==> src/rtl/div_ctrl.sv <==
// Signed/unsigned divide sequencer around a multicycle unsigned divider core; owns HI/LO.
// Optional macro DIVCTRL_OVF_DETECT_EN traps signed 0x80000000 / -1 instead of running it.
module div_ctrl #(
  parameter int unsigned TIMEOUT = 63
) (
  input  logic        clk,
  input  logic        reset,
  input  logic        start,
  input  logic        is_signed,
  input  logic [31:0] a,
  input  logic [31:0] b,
  input  logic        hi_we,
  input  logic        lo_we,
  input  logic [31:0] wdata,
  output logic [31:0] core_dividend,
  output logic [31:0] core_divisor,
  output logic        core_start,
  input  logic        core_done,
  input  logic [31:0] core_q,
  input  logic [31:0] core_r,
  output logic [31:0] hi,
  output logic [31:0] lo,
  output logic        busy,
  output logic        done,
  output logic [7:0]  erro,
  output logic        timeout
);

  typedef enum logic [2:0] {IDLE, PREP, LAUNCH, WAIT, FIX} state_t;

  localparam logic [5:0] CNT_LAST = 6'(TIMEOUT - 1);

  state_t      state;
  logic [31:0] a_q, b_q, q_q, r_q;
  logic        sgn_q, qneg, rneg;
  logic [5:0]  cnt;
  logic        ovf;

  // Two's complement magnitude; 0x80000000 maps to itself, which the core reads as 2^31.
  function automatic logic [31:0] mag(input logic [31:0] v, input logic s);
    return (s && v[31]) ? -v : v;
  endfunction

`ifdef DIVCTRL_OVF_DETECT_EN
  assign ovf = sgn_q && (a_q == 32'h8000_0000) && (b_q == 32'hFFFF_FFFF);
`else
  assign ovf = 1'b0;
`endif

  // NOTE: every register here, datapath included, is updated with <= so all
  // reads within a cycle see the pre-edge values regardless of statement order.
  always_ff @(posedge clk or negedge reset) begin
    if (!reset) begin
      state         <= IDLE;
      a_q           <= '0;
      b_q           <= '0;
      q_q           <= '0;
      r_q           <= '0;
      sgn_q         <= 1'b0;
      qneg          <= 1'b0;
      rneg          <= 1'b0;
      cnt           <= '0;
      hi            <= '0;
      lo            <= '0;
      core_dividend <= '0;
      core_divisor  <= '0;
      core_start    <= 1'b0;
      busy          <= 1'b0;
      done          <= 1'b0;
      erro          <= 8'h00;
      timeout       <= 1'b0;
    end else begin
      core_start <= 1'b0;
      done       <= 1'b0;
      erro       <= 8'h00;
      timeout    <= 1'b0;
      case (state)
        IDLE: begin
          if (hi_we) hi <= wdata;
          if (lo_we) lo <= wdata;
          if (start) begin
            a_q   <= a;
            b_q   <= b;
            sgn_q <= is_signed;
            busy  <= 1'b1;
            state <= PREP;
          end
        end
        PREP: begin
          if (b_q == 32'h0 || ovf) begin
            done  <= 1'b1;
            erro  <= 8'hFF;
            busy  <= 1'b0;
            state <= IDLE;
          end else begin
            core_dividend <= mag(a_q, sgn_q);
            core_divisor  <= mag(b_q, sgn_q);
            qneg          <= sgn_q & (a_q[31] ^ b_q[31]);
            rneg          <= sgn_q & a_q[31];
            core_start    <= 1'b1;
            state         <= LAUNCH;
          end
        end
        LAUNCH: begin
          cnt   <= '0;
          state <= WAIT;
        end
        WAIT: begin
          // A result arriving on the final allowed cycle still wins over the abort.
          if (core_done) begin
            q_q   <= core_q;
            r_q   <= core_r;
            state <= FIX;
          end else if (cnt == CNT_LAST) begin
            done    <= 1'b1;
            timeout <= 1'b1;
            busy    <= 1'b0;
            state   <= IDLE;
          end else begin
            cnt <= cnt + 6'd1;
          end
        end
        FIX: begin
          lo    <= qneg ? -q_q : q_q;
          hi    <= rneg ? -r_q : r_q;
          done  <= 1'b1;
          busy  <= 1'b0;
          state <= IDLE;
        end
        default: state <= IDLE;
      endcase
    end
  end

endmodule

==> config.mk <==
export PLATFORM = sky130hd
export DESIGN_NAME = div_ctrl
export DESIGN_NICKNAME = d
export VERILOG_FILES = /design/src/rtl/div_ctrl.sv
export SDC_FILE = /design/constraint.sdc
export NUM_CORES = 1
export LEC_CHECK = 0
export CAP_MARGIN = 15
export CORE_ASPECT_RATIO = 0.6
export CORE_MARGIN = 3
export CORE_UTILIZATION = 40
export DETAILED_ROUTE_END_ITERATION = 10
export PLACE_DENSITY = 0.75
export SKIP_CTS_REPAIR_TIMING = 1
export SLEW_MARGIN = 20
export SYNTH_ARGS = -nofsm -noshare
export SYNTH_HDL_FRONTEND = slang
export SYNTH_SLANG_ARGS = --single-unit
==> constraint.sdc <==
create_clock -name clk -period 3.6 [get_ports clk]
set_clock_uncertainty 0.05 [all_clocks]
set_input_delay 0.54 -clock clk [delete_from_list [all_inputs] [get_ports clk]]
set_output_delay 0.54 -clock clk [all_outputs]
set_load 0.02 [all_outputs]
==> flow_summary.json, run 1 <==
{
  "synth.net_count": 1573,
  "synth_top_family_by_area": "simple AND/OR/NAND/NOR gates",
  "synth_area_leaders": "dfrtp_1 51%, nand2_1 9.1%, o21ai_0 5.2%, mux2_2 4.5%, xnor2_1 4.2%",
  "antenna_found_initial": 4,
  "cp_num_buf_inv": 1,
  "synthAdderAreaFrac_pct": 0.566,
  "max-cap-violations": 0,
  "dieWidth_um": 241,
  "synth_edf_count": 0,
  "yosys.area.top_type": "dfrtp_1",
  "fin_tns_setup_ns": 0,
  "die_h_um": 147,
  "drt-initial-drc-count": 1008,
  "ys_warn_count": 0,
  "drv_slew": 0,
  "hold-worst-slack_ns": -0.00121,
  "fmax_mhz": 335,
  "avgSynthCellArea_um2": 9.48,
  "drtPass1Iterations": 5,
  "seq_area_frac_synth_pct": 51.5,
  "synth.area.mux_share_pct": 5.18,
  "rows": 50,
  "slew_headroom_pct": 25.1,
  "outcome": "complete, but fails checks",
  "cpPeakStageDelay_ns": 0.65,
  "drt_wl_total_mm": 41.9,
  "min_period_over_period_pct": 82.9,
  "worst_slack_ns": 0.617,
  "portBuffers": 306,
  "vias": 11430,
  "multi_input_area_mm2": 0.00601,
  "hold_viol_final": 3,
  "clkTransAtPathRegs_ns": 0.06,
  "dp_hpwl_mm": 31.2,
  "gp_routability_congestion": 0.902,
  "grt_pass1_vias": 11253,
  "ys_top_cells_by_count": "323 x nand2_1, 273 x dfrtp_1, 138 x o21ai_0",
  "ys_types": 60,
  "htreeDepth": 1,
  "synth_top_flop_cell": "dfrtp_1",
  "violations": "negative hold slack",
  "num_io_pins": 307,
  "fin_util_pct": 55.5,
  "ant_nets": 0,
  "regArea_mm2": 0.00683,
  "synth-compound-area-share_pct": 14.2,
  "critPathMaxFanout": 50,
  "end_kind": "flop",
  "criticalPathCategory": "reg -> reg",
  "wl_per_cell_um": 19.9,
  "start_kind": "flop",
  "fin_cells": 2112,
  "syn_inst": 1400,
  "setup_violations": 0,
  "insertion_delay_ns": 0.55,
  "ys_ff_latch": 273,
  "cp_top_family": "simple AND/OR/NAND/NOR gates",
  "grt_pass1_wl_mm": 65.4,
  "crit_cells": 6,
  "grt_overflow_total": 0,
  "reg2reg_depth": 6,
  "cts_tree": "done",
  "viasPerCell": 5.41,
  "core_mm2": 0.0319,
  "yosys.area_share.xor_xnor_pct": 7.13,
  "crit_chain": "or4_1 -> nor4b_4 -> nand3_2 -> o21ai_4 -> buf_4 -> o21ai_0",
  "synth_most_common_cell": "nand2_1",
  "clockRootBuffer": "clkbuf_16",
  "fin_nets": 1846,
  "rsz0062_at_grt": "no",
  "fillerInstances": 2780,
  "synth.top_cell.area_share_pct": 51.5,
  "synthArstFlopShare_pct": 100,
  "dp_cells": 2059,
  "drc_errors": 0,
  "cts.sinks": 273,
  "drive_gt1_share_pct": 8.62,
  "cts_made_buffers": 28,
  "dp_worst_setup_slack_ns": 0.636,
  "grt_use_total_pct": 23.4,
  "grt_max_degree": 102,
  "yosys.area_share.simple_pct": 17.9,
  "power.leakage_nw": 7.48,
  "area_growth_pct": 33.4,
  "dieArea_mm2": 0.0355,
  "synth_area_mm2": 0.0133,
  "p_per_area_mw_per_mm2": 947,
  "crit_required_ns": 3.95,
  "cts_buffer_depth": 3,
  "hold_path.class": "in -> async",
  "worst_pin_slew_ns": 1.12,
  "vdd_drop_max_mv": 0.415,
  "fin_crit_ns": 2.98,
  "initial_core_util_pct": 41.6,
  "crit_arrival_ns": 3.33,
  "crit_slowest_cell": "or4_1"
}
==> state kept, by name, summed over array words and instances, names as in the netlist, 3 cells and up <==
register	cells
lo	32
a_q	32
hi	32
b_q	32
r_q	32
q_q	32
state	3
core_dividend	32
core_divisor	32
cnt	6
==> power breakdown <==
part | internal (mW) | total [mW] | switching (mW)
Clock | 1.83 | 3.08 | 1.25
Sequential | 4.54 | 6.05 | 1.51
Combinational | 3.43 | 7.62 | 4.19
==> layout by cell type (no fill, tap or decap), types with 12 or more instances in the layout <==
| cell type | n |
|---|---|
| clkbuf_16 | 29 |
| o21ai_0 | 137 |
| xor2_1 | 44 |
| nor4_1 | 13 |
| xnor2_1 | 64 |
| inv_1 | 21 |
| o31ai_1 | 42 |
| buf_4 | 16 |
| nand2b_1 | 12 |
| a31oi_1 | 14 |
| mux2_2 | 53 |
| o41ai_1 | 13 |
| dfrtp_1 | 273 |
| clkdlybuf4s50_1 | 305 |
| a21oi_1 | 37 |
| or4_1 | 13 |
| nand2_1 | 322 |
| nor3_1 | 18 |
| nor2_1 | 99 |
| a22o_1 | 12 |
==> metrics by stage <==
step / instance area (µm²) / power, mW
after global routing: 17700 / 17.9
final: 17700 / 16.8
after floorplan: 13300 / 10.5
after global placement: 16700 / 13.4
after detailed placement: 16700 / 13.7
after CTS: 17700 / 16.8
==> layout make-up <==
class / count / share of cell area (%)
multi-input cells: 1021 / 34.0
inverters: 23 / 0.488
well taps: 416 / 2.94
clock buffers: 39 / 4.71
repair buffers: 326 / 18.5
clock inverters: 12 / 0.806
flip-flops and latches: 273 / 38.6
diodes: 2 / 0.0283
==> routing by layer <==
metal,track usage [%],wire length [µm]
met5,0,27
met4,5.13,770
met3,6.75,3700
met2,33.8,18200
met1,34.6,19200
==> path summary, 6_finish.rpt <==
kind / startpoint / end / slack [ns]
max: b_q[13] / core_dividend[29] / 0.62
min: reset / b_q[13] / -0.001
max reg2reg: b_q[13] / core_dividend[29] / 0.62
min reg2reg: hi[6] / hi[6] / 0.43
max in group asynchronous: reset / core_dividend[8] / 2.54
min in group clk: hi[6] / hi[6] / 0.43
==> cells by family after synthesis <==
| family | Yosys count |
|---|---|
| AOI/OAI and AO/OA | 306 |
| xor gates and xnor gates | 108 |
| adders and majority gates | 6 |
| buffers and inverters | 106 |
| DFF | 273 |
| muxes | 62 |
| and+or+nand+nor | 539 |
No activity file was read; power rests on OpenSTA's default activity.
==> inputs of run 2 (changes only) <==
--- a/config.mk
+++ b/config.mk
@@ -10,7 +10,7 @@
 export CORE_MARGIN = 3
 export CORE_UTILIZATION = 40
 export DETAILED_ROUTE_END_ITERATION = 10
-export PLACE_DENSITY = 0.75
+export PLACE_DENSITY = 0.78
 export SKIP_CTS_REPAIR_TIMING = 1
 export SLEW_MARGIN = 20
 export SYNTH_ARGS = -nofsm -noshare
==> constraint.sdc (replaced) <==
create_clock -name clk -period 2.6 [get_ports clk]
set_clock_uncertainty 0.05 [all_clocks]
set_input_delay 0.39 -clock clk [delete_from_list [all_inputs] [get_ports clk]]
set_output_delay 0.39 -clock clk [all_outputs]
set_load 0.02 [all_outputs]
==> run 2 against run 1 <==
Against the previous run:
- the flow now finishes without violations
- final area rose by 1.3%
- routed wire length rose by 0.97%
- sequential share of layout area fell by 0.49 points
- combinational power rose by 44%
- first-iteration DRC count rose by 12%
- critical endpoint is now hi[21]
==> flow_summary.json, run 2 (synthesized netlist as in run 1, its figures left out) <==
{
  "area_growth_pct": 35.1,
  "vias": 11630,
  "placed_cell_area_mm2": 0.0170,
  "cts.sinks": 273,
  "setup_violations": 0,
  "p_switching_mw": 9.68,
  "worst_slack_ns": 0.109,
  "clkTransAtPathRegs_ns": 0.07,
  "hold-worst-slack_ns": 0.328,
  "r2r-start": "r_q[14]",
  "swShare_pct": 41.7,
  "clockRootBuffer": "clkbuf_16",
  "core_mm2": 0.0319,
  "cpPeakStageDelay_ns": 0.44,
  "crit_chain": "nor4_2 -> buf_4 -> nand3_1 -> or2_2 -> or4_1 -> mux2i_1 -> a211oi_1",
  "drt-initial-drc-count": 1124,
  "grt_use_total_pct": 23.5,
  "slew_headroom_pct": 30.8,
  "p_int_mw": 13.5,
  "dp_hpwl_mm": 31.6,
  "dieWidth_um": 241,
  "worst_pin_slew_ns": 1.03,
  "hp-start": "core_q[21]",
  "hold_viol_final": 0,
  "rows": 50,
  "drt_wl_total_mm": 42.3,
  "viasPerCell": 5.42,
  "dieArea_mm2": 0.0355,
  "wl_per_cell_um": 19.7,
  "grt_pass1_vias": 11382,
  "drive_gt1_share_pct": 10.3,
  "ant_nets": 0,
  "crit_required_ns": 2.99,
  "initial_core_util_pct": 41.6,
  "portBuffers": 306,
  "ff2ff_setup_slack_ns": 0.11,
  "crit_arrival_ns": 2.88,
  "fmax_mhz": 401,
  "fin_nets": 1879,
  "p_per_area_mw_per_mm2": 1290,
  "reg2reg_depth": 7,
  "cts_buffer_depth": 3,
  "whs_path_depth": 3,
  "drtPass1Iterations": 6,
  "criticalPathCategory": "reg -> reg",
  "antenna_found_initial": 5,
  "drc_errors": 0,
  "drv_slew": 0,
  "min_period_over_period_pct": 95.8,
  "end_kind": "flop",
  "grt_max_degree": 78,
  "hold-path-endpoint": "q_q[21]",
  "total_power_mw": 23.2,
  "die_h_um": 147,
  "fin_tns_setup_ns": 0,
  "insertion_delay_ns": 0.54,
  "cts_made_buffers": 27,
  "outcome": "finished, final reports clean",
  "crit_slowest_cell": "dfrtp_1",
  "start_kind": "flop",
  "final_cell_area_mm2": 0.0179,
  "critPathMaxFanout": 6,
  "power_frac_seq_pct": 35.8,
  "max-cap-violations": 0,
  "vdd_drop_max_mv": 0.522,
  "gp_routability_congestion": 0.905,
  "final_common_cell": "nand2_1",
  "layout_common_cells": "323 x nand2_1, 305 x clkdlybuf4s50_1, 273 x dfrtp_1",
  "dp_worst_setup_slack_ns": 0.0105,
  "p_clk_share_pct": 16.9,
  "grt_pass1_wl_mm": 65.8,
  "power.leakage_nw": 7.61,
  "htreeDepth": 1,
  "reg2reg_to": "hi[21]",
  "grt_overflow_total": 0,
  "fin_crit_ns": 2.49,
  "cts_tree": "done",
  "num_io_pins": 307,
  "hold_path.class": "in -> reg",
  "pwr-share-comb_pct": 47.2
}
==> run 2: critical path, delay by kind of cell (launching register included) <==
| kind | cells | cell delay (ns) |
|---|---|---|
| mux | 1 | 0.15 |
| compound gates | 1 | 0.25 |
| buf+inv | 1 | 0.18 |
| flops | 1 | 0.44 |
| simple gates | 4 | 1.33 |
==> run 2: worst max path at each step <==
stage / start / to / slack [ns]
6_report: r_q[14] / hi[21] / 0.11
5_1_grt: r_q[14] / hi[20] / -0.009
4_1_cts: q_q[10] / lo[28] / 0.01
3_5_place_dp: q_q[10] / lo[28] / 0.01
3_3_place_gp: q_q[11] / lo[28] / 0.16
2_1_floorplan: r_q[10] / hi[21] / 0.25
==> run 2: power groups by stage <==
stage | Combinational [mW] | Sequential (mW) | Clock, mW
finish | 11.0 | 8.31 | 3.92
global route | 12.0 | 8.58 | 4.18
CTS | 10.9 | 8.26 | 4.01
detailed placement | 10.8 | 8.28 | 0
global placement | 10.5 | 8.21 | 0
floorplan | 5.59 | 8.92 | 0
==> run 2: routing by layer <==
metal  share of wire (%)  wire length [µm]  global-route usage [%]  up-vias
li1                    -                 -                       -     5439
met1                  45             19200                    34.6     5670
met5               0.080                34                       0        -
met2                  44             18400                    34.7      454
met3                 9.1              3850                    6.60       61
met4                 1.9               808                    4.56        6
==> run 2: layout make-up <==
cell class,count,area (µm²)
multi-input cells,1021,6040
clock inverters,8,68.8
well taps,416,520
fillers,2723,14000
diodes,2,5.00
flip-flops and latches,273,6830
inverters,23,86.3
repair buffers,360,3560
clock buffers,41,808
==> run 2: per-stage QoR <==
stage,std cells,util [%]
6_report,2144,56.2
5_1_grt,2143,56.2
4_1_cts,2136,55.9
3_5_place_dp,2087,53.2
3_3_place_gp,2087,53.2
2_1_floorplan,1400,-
